## src/rtl/wb_pkg.sv

```systemverilog
// Shared write-back definitions, also used by the register file.
// Optional feature macro used by this slice: WB_BYPASS_EN.
package wb_pkg;

  localparam int WB_DATA_W = 32;
  localparam int WB_ID_W   = 5;

  typedef struct packed {
    logic [WB_ID_W-1:0]   id;
    logic [WB_DATA_W-1:0] data;
  } wb_entry_t;

endpackage

```

## src/rtl/wb_fifo.sv

```systemverilog
// In-order result storage: entries, power-of-two wrapping pointers and occupancy.
// With WB_BYPASS_EN defined, the raw entries and read pointer are exported for lookup.
module wb_fifo #(
  parameter int DEPTH  = 4,
  parameter int DATA_W = 32,
  parameter int ID_W   = 5
) (
  input  logic                     clk,
  input  logic                     rst_n,
  input  logic                     i_push,
  input  logic [ID_W-1:0]          i_push_id,
  input  logic [DATA_W-1:0]        i_push_data,
  input  logic                     i_pop,
  output logic [ID_W-1:0]          o_head_id,
  output logic [DATA_W-1:0]        o_head_data,
  output logic [$clog2(DEPTH):0]   o_count,
  output logic                     o_full,
  output logic                     o_empty
`ifdef WB_BYPASS_EN
  ,
  output logic [DEPTH-1:0][ID_W-1:0]   o_ids,
  output logic [DEPTH-1:0][DATA_W-1:0] o_data,
  output logic [$clog2(DEPTH)-1:0]     o_rd_ptr
`endif
);

  localparam int PTR_W = $clog2(DEPTH);
  localparam int CNT_W = PTR_W + 1;

  logic [ID_W-1:0]   r_id   [DEPTH];
  logic [DATA_W-1:0] r_data [DEPTH];
  logic [PTR_W-1:0]  r_wr_ptr;
  logic [PTR_W-1:0]  r_rd_ptr;
  logic [CNT_W-1:0]  r_count;
  logic              w_push;
  logic              w_pop;

  assign o_count = r_count;
  assign o_full  = (r_count == CNT_W'(DEPTH));
  assign o_empty = (r_count == '0);

  // A push at full or a pop at empty is ignored rather than corrupting state.
  assign w_push = i_push && !o_full;
  assign w_pop  = i_pop && !o_empty;

  assign o_head_id   = o_empty ? '0 : r_id[r_rd_ptr];
  assign o_head_data = o_empty ? '0 : r_data[r_rd_ptr];

  always_ff @(posedge clk or negedge rst_n) begin
    if (!rst_n) begin
      r_wr_ptr <= '0;
      r_rd_ptr <= '0;
      r_count  <= '0;
    end else begin
      if (w_push) r_wr_ptr <= r_wr_ptr + PTR_W'(1);
      if (w_pop)  r_rd_ptr <= r_rd_ptr + PTR_W'(1);
      case ({w_push, w_pop})
        2'b10:   r_count <= r_count + CNT_W'(1);
        2'b01:   r_count <= r_count - CNT_W'(1);
        default: r_count <= r_count;
      endcase
    end
  end

  always_ff @(posedge clk) begin
    if (w_push) begin
      r_id[r_wr_ptr]   <= i_push_id;
      r_data[r_wr_ptr] <= i_push_data;
    end
  end

`ifdef WB_BYPASS_EN
  assign o_rd_ptr = r_rd_ptr;
  always_comb begin
    for (int k = 0; k < DEPTH; k++) begin
      o_ids[k]  = r_id[k];
      o_data[k] = r_data[k];
    end
  end
`endif

endmodule

```

## src/rtl/wb_write_queue.sv

```systemverilog
// Write-back queue: load/ALU arbitration, id-0 filter and always-on drain to the register file.
// Defining WB_BYPASS_EN adds the youngest-match lookup on q_id1/q_id2.
module wb_write_queue
  import wb_pkg::*;
#(
  parameter int DEPTH  = 4,
  parameter int DATA_W = WB_DATA_W,
  parameter int ID_W   = WB_ID_W
) (
  input  logic                   clk,
  input  logic                   rst_n,
  input  logic                   alu_valid,
  output logic                   alu_ready,
  input  logic [ID_W-1:0]        alu_id,
  input  logic [DATA_W-1:0]      alu_data,
  input  logic                   ld_valid,
  output logic                   ld_ready,
  input  logic [ID_W-1:0]        ld_id,
  input  logic [DATA_W-1:0]      ld_data,
  output logic                   wr_en,
  output logic [ID_W-1:0]        wr_id,
  output logic [DATA_W-1:0]      wr_data,
  output logic [$clog2(DEPTH):0] count,
  output logic                   full,
  output logic                   empty,
`ifdef WB_BYPASS_EN
  input  logic [ID_W-1:0]        q_id1,
  input  logic [ID_W-1:0]        q_id2,
`endif
  output logic                   hit1,
  output logic                   hit2,
  output logic [DATA_W-1:0]      hit_data1,
  output logic [DATA_W-1:0]      hit_data2
);

  localparam int PTR_W = $clog2(DEPTH);
  localparam int CNT_W = PTR_W + 1;

  logic              w_ld_fire;
  logic              w_alu_fire;
  logic              w_push;
  logic [ID_W-1:0]   w_push_id;
  logic [DATA_W-1:0] w_push_data;

  // Handshake: a producer's result transfers on a rising edge where its valid and
  // ready are both high. Ready depends only on occupancy and ld_valid, so load wins.
  assign ld_ready  = !full;
  assign alu_ready = !full && !ld_valid;

  assign w_ld_fire   = ld_valid && ld_ready;
  assign w_alu_fire  = alu_valid && alu_ready;
  assign w_push_id   = w_ld_fire ? ld_id : alu_id;
  assign w_push_data = w_ld_fire ? ld_data : alu_data;
  // Writes to register 0 are accepted but dropped here.
  assign w_push      = (w_ld_fire || w_alu_fire) && (w_push_id != '0);

`ifdef WB_BYPASS_EN
  logic [DEPTH-1:0][ID_W-1:0]   w_ids;
  logic [DEPTH-1:0][DATA_W-1:0] w_datas;
  logic [PTR_W-1:0]             w_rd_ptr;
`endif

  wb_fifo #(
    .DEPTH  (DEPTH),
    .DATA_W (DATA_W),
    .ID_W   (ID_W)
  ) u_fifo (
    .clk         (clk),
    .rst_n       (rst_n),
    .i_push      (w_push),
    .i_push_id   (w_push_id),
    .i_push_data (w_push_data),
    .i_pop       (!empty),
    .o_head_id   (wr_id),
    .o_head_data (wr_data),
    .o_count     (count),
    .o_full      (full),
    .o_empty     (empty)
`ifdef WB_BYPASS_EN
    ,
    .o_ids       (w_ids),
    .o_data      (w_datas),
    .o_rd_ptr    (w_rd_ptr)
`endif
  );

  assign wr_en = !empty;

`ifdef WB_BYPASS_EN
  // Walk oldest to youngest so the last match seen is the youngest one.
  always_comb begin
    logic [PTR_W-1:0] w_idx;
    hit1      = 1'b0;
    hit2      = 1'b0;
    hit_data1 = '0;
    hit_data2 = '0;
    w_idx     = '0;
    for (int k = 0; k < DEPTH; k++) begin
      w_idx = w_rd_ptr + PTR_W'(k);
      if (CNT_W'(k) < count) begin
        if ((q_id1 != '0) && (w_ids[w_idx] == q_id1)) begin
          hit1      = 1'b1;
          hit_data1 = w_datas[w_idx];
        end
        if ((q_id2 != '0) && (w_ids[w_idx] == q_id2)) begin
          hit2      = 1'b1;
          hit_data2 = w_datas[w_idx];
        end
      end
    end
  end
`else
  assign hit1      = 1'b0;
  assign hit2      = 1'b0;
  assign hit_data1 = '0;
  assign hit_data2 = '0;
`endif

endmodule

```

## config.mk

```make
export PLATFORM = sky130hd
export DESIGN_NAME = wb_write_queue
export DESIGN_NICKNAME = d
export VERILOG_FILES = /design/src/rtl/wb_pkg.sv /design/src/rtl/wb_fifo.sv /design/src/rtl/wb_write_queue.sv
export SDC_FILE = /design/constraint.sdc
export NUM_CORES = 1
export LEC_CHECK = 0
export CORE_MARGIN = 4
export CORE_UTILIZATION = 30
export DETAILED_ROUTE_END_ITERATION = 7
export GPL_ROUTABILITY_DRIVEN = 0
export GPL_TIMING_DRIVEN = 1
export HOLD_SLACK_MARGIN = 0.05
export SLEW_MARGIN = 10
export SYNTH_ARGS = -nofsm -noshare
export SYNTH_HDL_FRONTEND = slang
export SYNTH_SLANG_ARGS = --single-unit
```

## constraint.sdc

```tcl
create_clock -name clk -period 2.2 [get_ports clk]
set_input_delay 0.66 -clock clk [delete_from_list [all_inputs] [get_ports clk]]
set_output_delay 0.66 -clock clk [all_outputs]
set_load 0.005 [all_outputs]
```

==> flow_summary_export.csv, run 1 <==
group,metric,value,unit
outcome,status,"finished, violations left",
outcome,violations,"setup timing",
critical_path,worstSetupPathType,"flip-flop to primary output",
power_and_ir_drop,p_sw_frac,0.273,
clock_tree,cts-root-buf,"clkbuf_16",
power_and_ir_drop,vdd_ir_drop_max,0.578,mV
final_layout,num-fill-cells,2013,
drt,vias,3835,
logic_synthesis,ys_ff_latch,155,
critical_path,crit_chain,"buf_12 > buf_12 > buf_6 > mux4_2 > and2_4 > buf_6",
clock_tree,cts_buffers,17,
critical_path,ff2ff_path_depth,13,
global_route,overflow,0,
power_and_ir_drop,p_sw,3.80,mW
critical_path,r2r-end,"u_fifo.o_count[2]$_DFFE_PN0P_",
sta,finalHoldViolations,0,
clock_tree,clock_latency,0.41,ns
floorplanning,io-pin-count,189,
logic_synthesis,synth_top_area_cell,"edfxtp_1",
clock_tree,cts_num_sinks,155,
power_and_ir_drop,p_clk_frac,0.213,
drt,drt-initial-drc-count,136,
critical_path,cp_data_required_time,1.54,ns
worst_hold_path,hold_path.class,"primary input to async pin",
logic_synthesis,synth_top_area_frac,0.632,
critical_path,cp_num_cells,6,
clock_tree,tritoncts,"done",
clock_tree,h-tree-depth,4,
floorplanning,die_x,161,microns
critical_path,critPathLaunchType,"flip-flop",
final_layout,final_cells,907,
final_layout,antenna-diode-count,0,
global_route,grt_pass1_vias,4023,
logic_synthesis,yosysWarnings,0,
drt,dr.pass1.iters,4,
power_and_ir_drop,total_power,13.9,mW
sta,final.period_utilization,1.18,
clock_tree,clk_pin_slew,0.06,ns
floorplanning,dieArea,0.0259,sq mm
sta,max_freq,384,MHz
drt,routed_wl,15300,microns
critical_path,r2r-start,"u_fifo.o_count[1]$_DFFE_PN0P_",
critical_path,worst_setup_path_end_kind,"primary output",
drt,drc,0,
critical_path,reg2reg_slack,0.13,ns
critical_path,crit_path_max_fanout,5,
drt,vias_per_cell,4.23,
logic_synthesis,synth_area,0.00703,sq mm
critical_path,cp.arrival,1.94,ns
drt,drt-wirelength-per-cell,16.9,microns
final_layout,layout_common_cells,"148 x edfxtp_1, 70 x clkdlybuf4s50_1, 66 x conb_1",
floorplanning,rows,55,
floorplanning,die_y,161,microns
sta,setup_tns,-12.12,ns
critical_path,path_delay_family,"multiplexers",
power_and_ir_drop,combPwrFrac,0.471,
final_layout,syn_to_final_growth,40.7,%
global_route,antenna_found_initial,0,
logic_synthesis,yosysSeqAreaShare,0.657,
power_and_ir_drop,p_leak,3.66,nW
placed_design,hpwl,9040,microns
logic_synthesis,synth.distinct_cells,29,
critical_path,slowest_stage,"mux4_2",
power_and_ir_drop,p_per_area,1410,mW/mm^2
placed_design,dpl.cell_count,830,
final_layout,final_common_cell,"edfxtp_1",
logic_synthesis,synthTopCellsByArea,"edfxtp_1 63%, mux4_2 12%, buf_4 7.3%, mux2_2 5.9%, and2_1 3.4%",
sta,finalSetupViolations,39,
final_layout,drive_above_1_share,0.461,
critical_path,cpPeakStageDelay,0.49,ns
global_route,grt_max_degree,22,
global_route,grt_pass1_wl,22900,microns
power_and_ir_drop,intPower,10.1,mW
sta,setup_ws,-0.404,ns
sta,period_needed,2.60,ns
placed_design,io_buffers,122,
floorplanning,core_area,0.0228,sq mm
floorplanning,start_util,0.308,
logic_synthesis,syn-mean-instance-area,17.9,sq um
job,cap_violations,0,
power_and_ir_drop,seqPwrFrac,0.316,
sta,rsz0062_at_grt,"true",
final_layout,nets,665,
global_route,grt_use_total,0.118,
clock_tree,clockBufferDepth,2,
critical_path,cp.buffers_inverters,4,
logic_synthesis,synth_cells,392,
placed_design,pre_cts_slack,-0.752,ns
drt,postRouteAntennaNets,0,
sta,fin_skew,0.0107,ns
sta,final_max_slew_viol_count,0,
## power by group through the flow
stage | registers, mW | logic (mW) | clock network, mW
3_5_place_dp | 4.48 | 4.93 | 0
5_1_grt | 4.46 | 7.06 | 3.18
4_1_cts | 4.41 | 6.40 | 3.04
2_1_floorplan | 4.40 | 2.66 | 0
6_report | 4.40 | 6.56 | 2.97
3_3_place_gp | 4.43 | 4.88 | 0
## cells in the mapped netlist, drive strengths merged
master,instances
a211oi,1
a21oi,1
and2,43
buf,76
clkbuf,5
conb,1
dfrtp,7
edfxtp,148
fa,1
ha,4
inv,6
mux2,38
mux4,37
nand2,4
nor2,4
nor2b,2
nor3b,1
o211ai,2
o21ai,3
o311a,1
or3,1
or4,2
xnor2,3
xor2,1
## worst register-to-register path, stage by stage, from the launching register on
cell,delay [ns]
dfrtp_1,0.38
buf_4,0.13
buf_4,0.15
nor2_4,0.09
nand2_2,0.08
inv_2,0.07
buf_4,0.10
buf_4,0.11
o21ai_2,0.06
fa_2,0.36
buf_6,0.13
nor2_1,0.07
o211ai_1,0.10
o311a_1,0.13
## sequential cells by signal (all words and copies together), names as in the netlist
signal,cells
u_fifo.r_data,128
u_fifo.r_id,20
u_fifo.o_count,3
u_fifo.r_rd_ptr,2
u_fifo.r_wr_ptr,2
## how the worst max path moves through the flow
stage	slack (ns)	start	end
CTS	-0.52	u_fifo.r_rd_ptr[0]$_DFFE_PN0N_	wr_data[28]
global route	-0.48	u_fifo.r_rd_ptr[0]$_DFFE_PN0N_	wr_data[16]
global placement	-0.73	alu_id[1]	u_fifo.o_count[2]$_DFFE_PN0P_
detailed placement	-0.75	alu_id[1]	u_fifo.o_count[2]$_DFFE_PN0P_
floorplan	-0.33	alu_id[1]	u_fifo.o_count[2]$_DFFE_PN0P_
finish	-0.40	u_fifo.r_rd_ptr[0]$_DFFE_PN0N_	wr_id[0]
## what timing repair did
action,4_1_cts,5_1_grt
gates cloned,9,0
hold buffers,0,0
pin swaps,47,19
hold endpoints to repair,0,0
gates resized for setup,277,29
setup buffers,27,18
endpoints found under the setup margin,192,172
## through the flow
stage / hold WS (ns) / utilization / instance area [sq um]
floorplan: 0.364 / - / 7280
global placement: 0.551 / 0.374 / 8540
detailed placement: 0.574 / 0.374 / 8540
CTS: 0.507 / 0.424 / 9690
global route: 0.525 / 0.433 / 9890
finish: 0.521 / 0.433 / 9890
## logic make-up (layout without fill, tap and decap cells)
kind of cell               Yosys count  count (layout)  synth area share
buffers and inverters               87             220            0.0842
AOI/OAI and AO/OA                    8               8            0.0123
muxes                               75              75             0.180
DFF                                155             155             0.657
adders and majority gates            5               5           0.00997
xor gates and xnor gates             4               4           0.00499
and+or+nand+nor                     57              61            0.0507
other                                1              66          0.000534
## cell type report
type	instances	area (sq um)	share of cell area
tap	313	392	0.0396
multi-input combinational	219	2230	0.225
timing repair buffer	183	2020	0.204
clock inverter	13	176	0.0178
sequential	155	4620	0.467
inverter	6	25.0	0.00253
clock buffer	18	429	0.0434
## metal layers
metal	GRT usage	wire, microns	up-vias
met5	0	0	-
li1	-	-	1749
met1	0.146	6310	1925
met3	0.0342	997	14
met4	0.0330	146	0
met2	0.203	7870	147
(Power assumes the default switching activity.)
==> run 2, diff against run 1 <==
Clock period 2.2 ns to 2.62 ns, I/O delays scaled along.
==> flow_summary_export.csv, run 2 (same netlist as run 1, synthesis figures left out) <==
group,metric,value,unit
critical_path,r2r-start,"u_fifo.o_count[0]$_DFFE_PN0P_",
final_layout,num-fill-cells,2063,
sta,period_needed,2.74,ns
final_layout,antenna-diode-count,0,
sta,setup_ws,-0.123,ns
clock_tree,clockBufferDepth,2,
sta,final.period_utilization,1.05,
critical_path,cp.arrival,1.96,ns
floorplanning,die_y,161,microns
placed_design,io_buffers,122,
power_and_ir_drop,p_leak,3.56,nW
worst_hold_path,hold_depth,1,
clock_tree,h-tree-depth,4,
power_and_ir_drop,vdd_ir_drop_max,0.499,mV
drt,vias_per_cell,4.27,
drt,wl_met2,7220,microns
drt,wl_met1,5780,microns
clock_tree,cts_buffers,17,
sta,final_max_slew_viol_count,0,
drt,drt-wirelength-per-cell,16.0,microns
critical_path,critPathLaunchType,"flip-flop",
floorplanning,die_x,161,microns
floorplanning,io-pin-count,189,
floorplanning,dieArea,0.0259,sq mm
job,cap_violations,0,
global_route,antenna_found_initial,0,
sta,finalSetupViolations,34,
critical_path,reg2reg_slack,0.56,ns
final_layout,syn_to_final_growth,36.8,%
drt,drc,0,
clock_tree,cts_num_sinks,155,
global_route,grt_pass1_vias,3948,
drt,postRouteAntennaNets,0,
power_and_ir_drop,p_per_area,1160,mW/mm^2
critical_path,r2r-end,"u_fifo.o_count[1]$_DFFE_PN0P_",
drt,dr.pass1.iters,4,
clock_tree,clk_pin_slew,0.06,ns
final_layout,drive_above_1_share,0.413,
clock_tree,cts-root-buf,"clkbuf_16",
worst_hold_path,min_to,"u_fifo.r_wr_ptr[1]$_DFFE_PN0P_",
drt,wl_met3,898,microns
sta,finalHoldViolations,0,
drt,routed_wl,14100,microns
floorplanning,start_util,0.308,
sta,fin_skew,0.00594,ns
sta,rsz0062_at_grt,"true",
final_layout,regMostFlops,"u_fifo.r_data",
placed_design,pre_cts_slack,-0.502,ns
floorplanning,core_area,0.0228,sq mm
worst_hold_path,hold_start,"u_fifo.r_wr_ptr[1]$_DFFE_PN0P_",
critical_path,cp_data_required_time,1.83,ns
worst_hold_path,hold_path.class,"flip-flop to flip-flop",
critical_path,worstSetupPathType,"flip-flop to primary output",
critical_path,crit_path_max_fanout,5,
final_layout,nets,639,
final_layout,layout_common_cells,"148 x edfxtp_1, 74 x clkdlybuf4s50_1, 66 x conb_1",
drt,vias,3764,
final_layout,final_common_cell,"edfxtp_1",
critical_path,worst_setup_path_end_kind,"primary output",
sta,holdWs,0.576,ns
placed_design,place_area,0.00870,sq mm
clock_tree,hold_buffers,0,
floorplanning,rows,55,
final_layout,design_area,0.00962,sq mm
outcome,status,"finished, violations left",
sta,setup_tns,-3.10,ns
final_layout,largest_register_ffs,128,
global_route,grt_max_degree,24,
clock_tree,clock_latency,0.41,ns
global_route,overflow,0,
global_route,grt_pass1_wl,21900,microns
placed_design,hpwl,9720,microns
outcome,violations,"setup timing",
critical_path,ff2ff_path_depth,6,
clock_tree,tritoncts,"done",
drt,drt-initial-drc-count,169,
drt,top_layer_used,"met4",
sta,max_freq,365,MHz
global_route,grt_use_total,0.111,
## run 2: repair_timing
| action | CTS | global route |
|---|---|---|
| setup endpoints to repair | 43 | 41 |
| gates cloned | 2 | 0 |
| resized for setup | 224 | 24 |
| buffers inserted | 7 | 2 |
| pin swaps | 21 | 7 |
## run 2: per-layer routing
layer	vias to the layer above	GRT usage
li1	1692	-
met1	1907	0.136
met2	146	0.190
met3	19	0.0322
met4	0	0.0341
met5	-	0
## run 2: worst max-delay path by stage
| stage | from | end | slack (ns) | depth (start not counted) |
|---|---|---|---|---|
| global placement | alu_id[1] | u_fifo.o_count[2]$_DFFE_PN0P_ | -0.43 | 9 |
| global route | u_fifo.r_rd_ptr[0]$_DFFE_PN0N_ | wr_data[27] | -0.20 | 5 |
| detailed placement | alu_id[1] | u_fifo.o_count[1]$_DFFE_PN0P_ | -0.50 | 8 |
| floorplan | alu_id[1] | u_fifo.o_count[2]$_DFFE_PN0P_ | -0.04 | 8 |
| CTS | u_fifo.r_rd_ptr[0]$_DFFE_PN0N_ | wr_data[3] | -0.16 | 5 |
| finish | u_fifo.r_rd_ptr[0]$_DFFE_PN0N_ | wr_id[2] | -0.12 | 5 |
## run 2: cell type report
cell class,count,area (sq um),share of cell area
Multi-Input combinational cell,215,2180,0.226
Clock inverter,12,149,0.0155
Tap cell,313,392,0.0407
Timing Repair Buffer,161,1820,0.189
Clock buffer,20,437,0.0454
Sequential cell,155,4620,0.481
Inverter,6,22.5,0.00234
## run 2: power by group
| part | internal, mW | switching [mW] | leakage (nW) |
|---|---|---|---|
| logic | 3.08 | 1.95 | 1.85 |
| clock network | 1.49 | 0.907 | 0.276 |
| registers | 3.54 | 0.166 | 1.44 |
| total | 8.11 | 3.02 | 3.56 |
## run 2: worst max-delay path: stages (launching register included)
cell     delay (ns)
dfrtp_4        0.49
buf_12         0.14
buf_8          0.12
mux4_2         0.50
and2_4         0.18
buf_6          0.11
## run 2: through the flow
| step | std cells | utilization | total power, mW |
|---|---|---|---|
| 2_1_floorplan | 457 | - | 5.91 |
| 3_3_place_gp | 840 | 0.381 | 8.02 |
| 3_5_place_dp | 840 | 0.381 | 8.11 |
| 4_1_cts | 881 | 0.418 | 11.2 |
| 5_1_grt | 882 | 0.421 | 11.8 |
| 6_report | 882 | 0.421 | 11.1 |
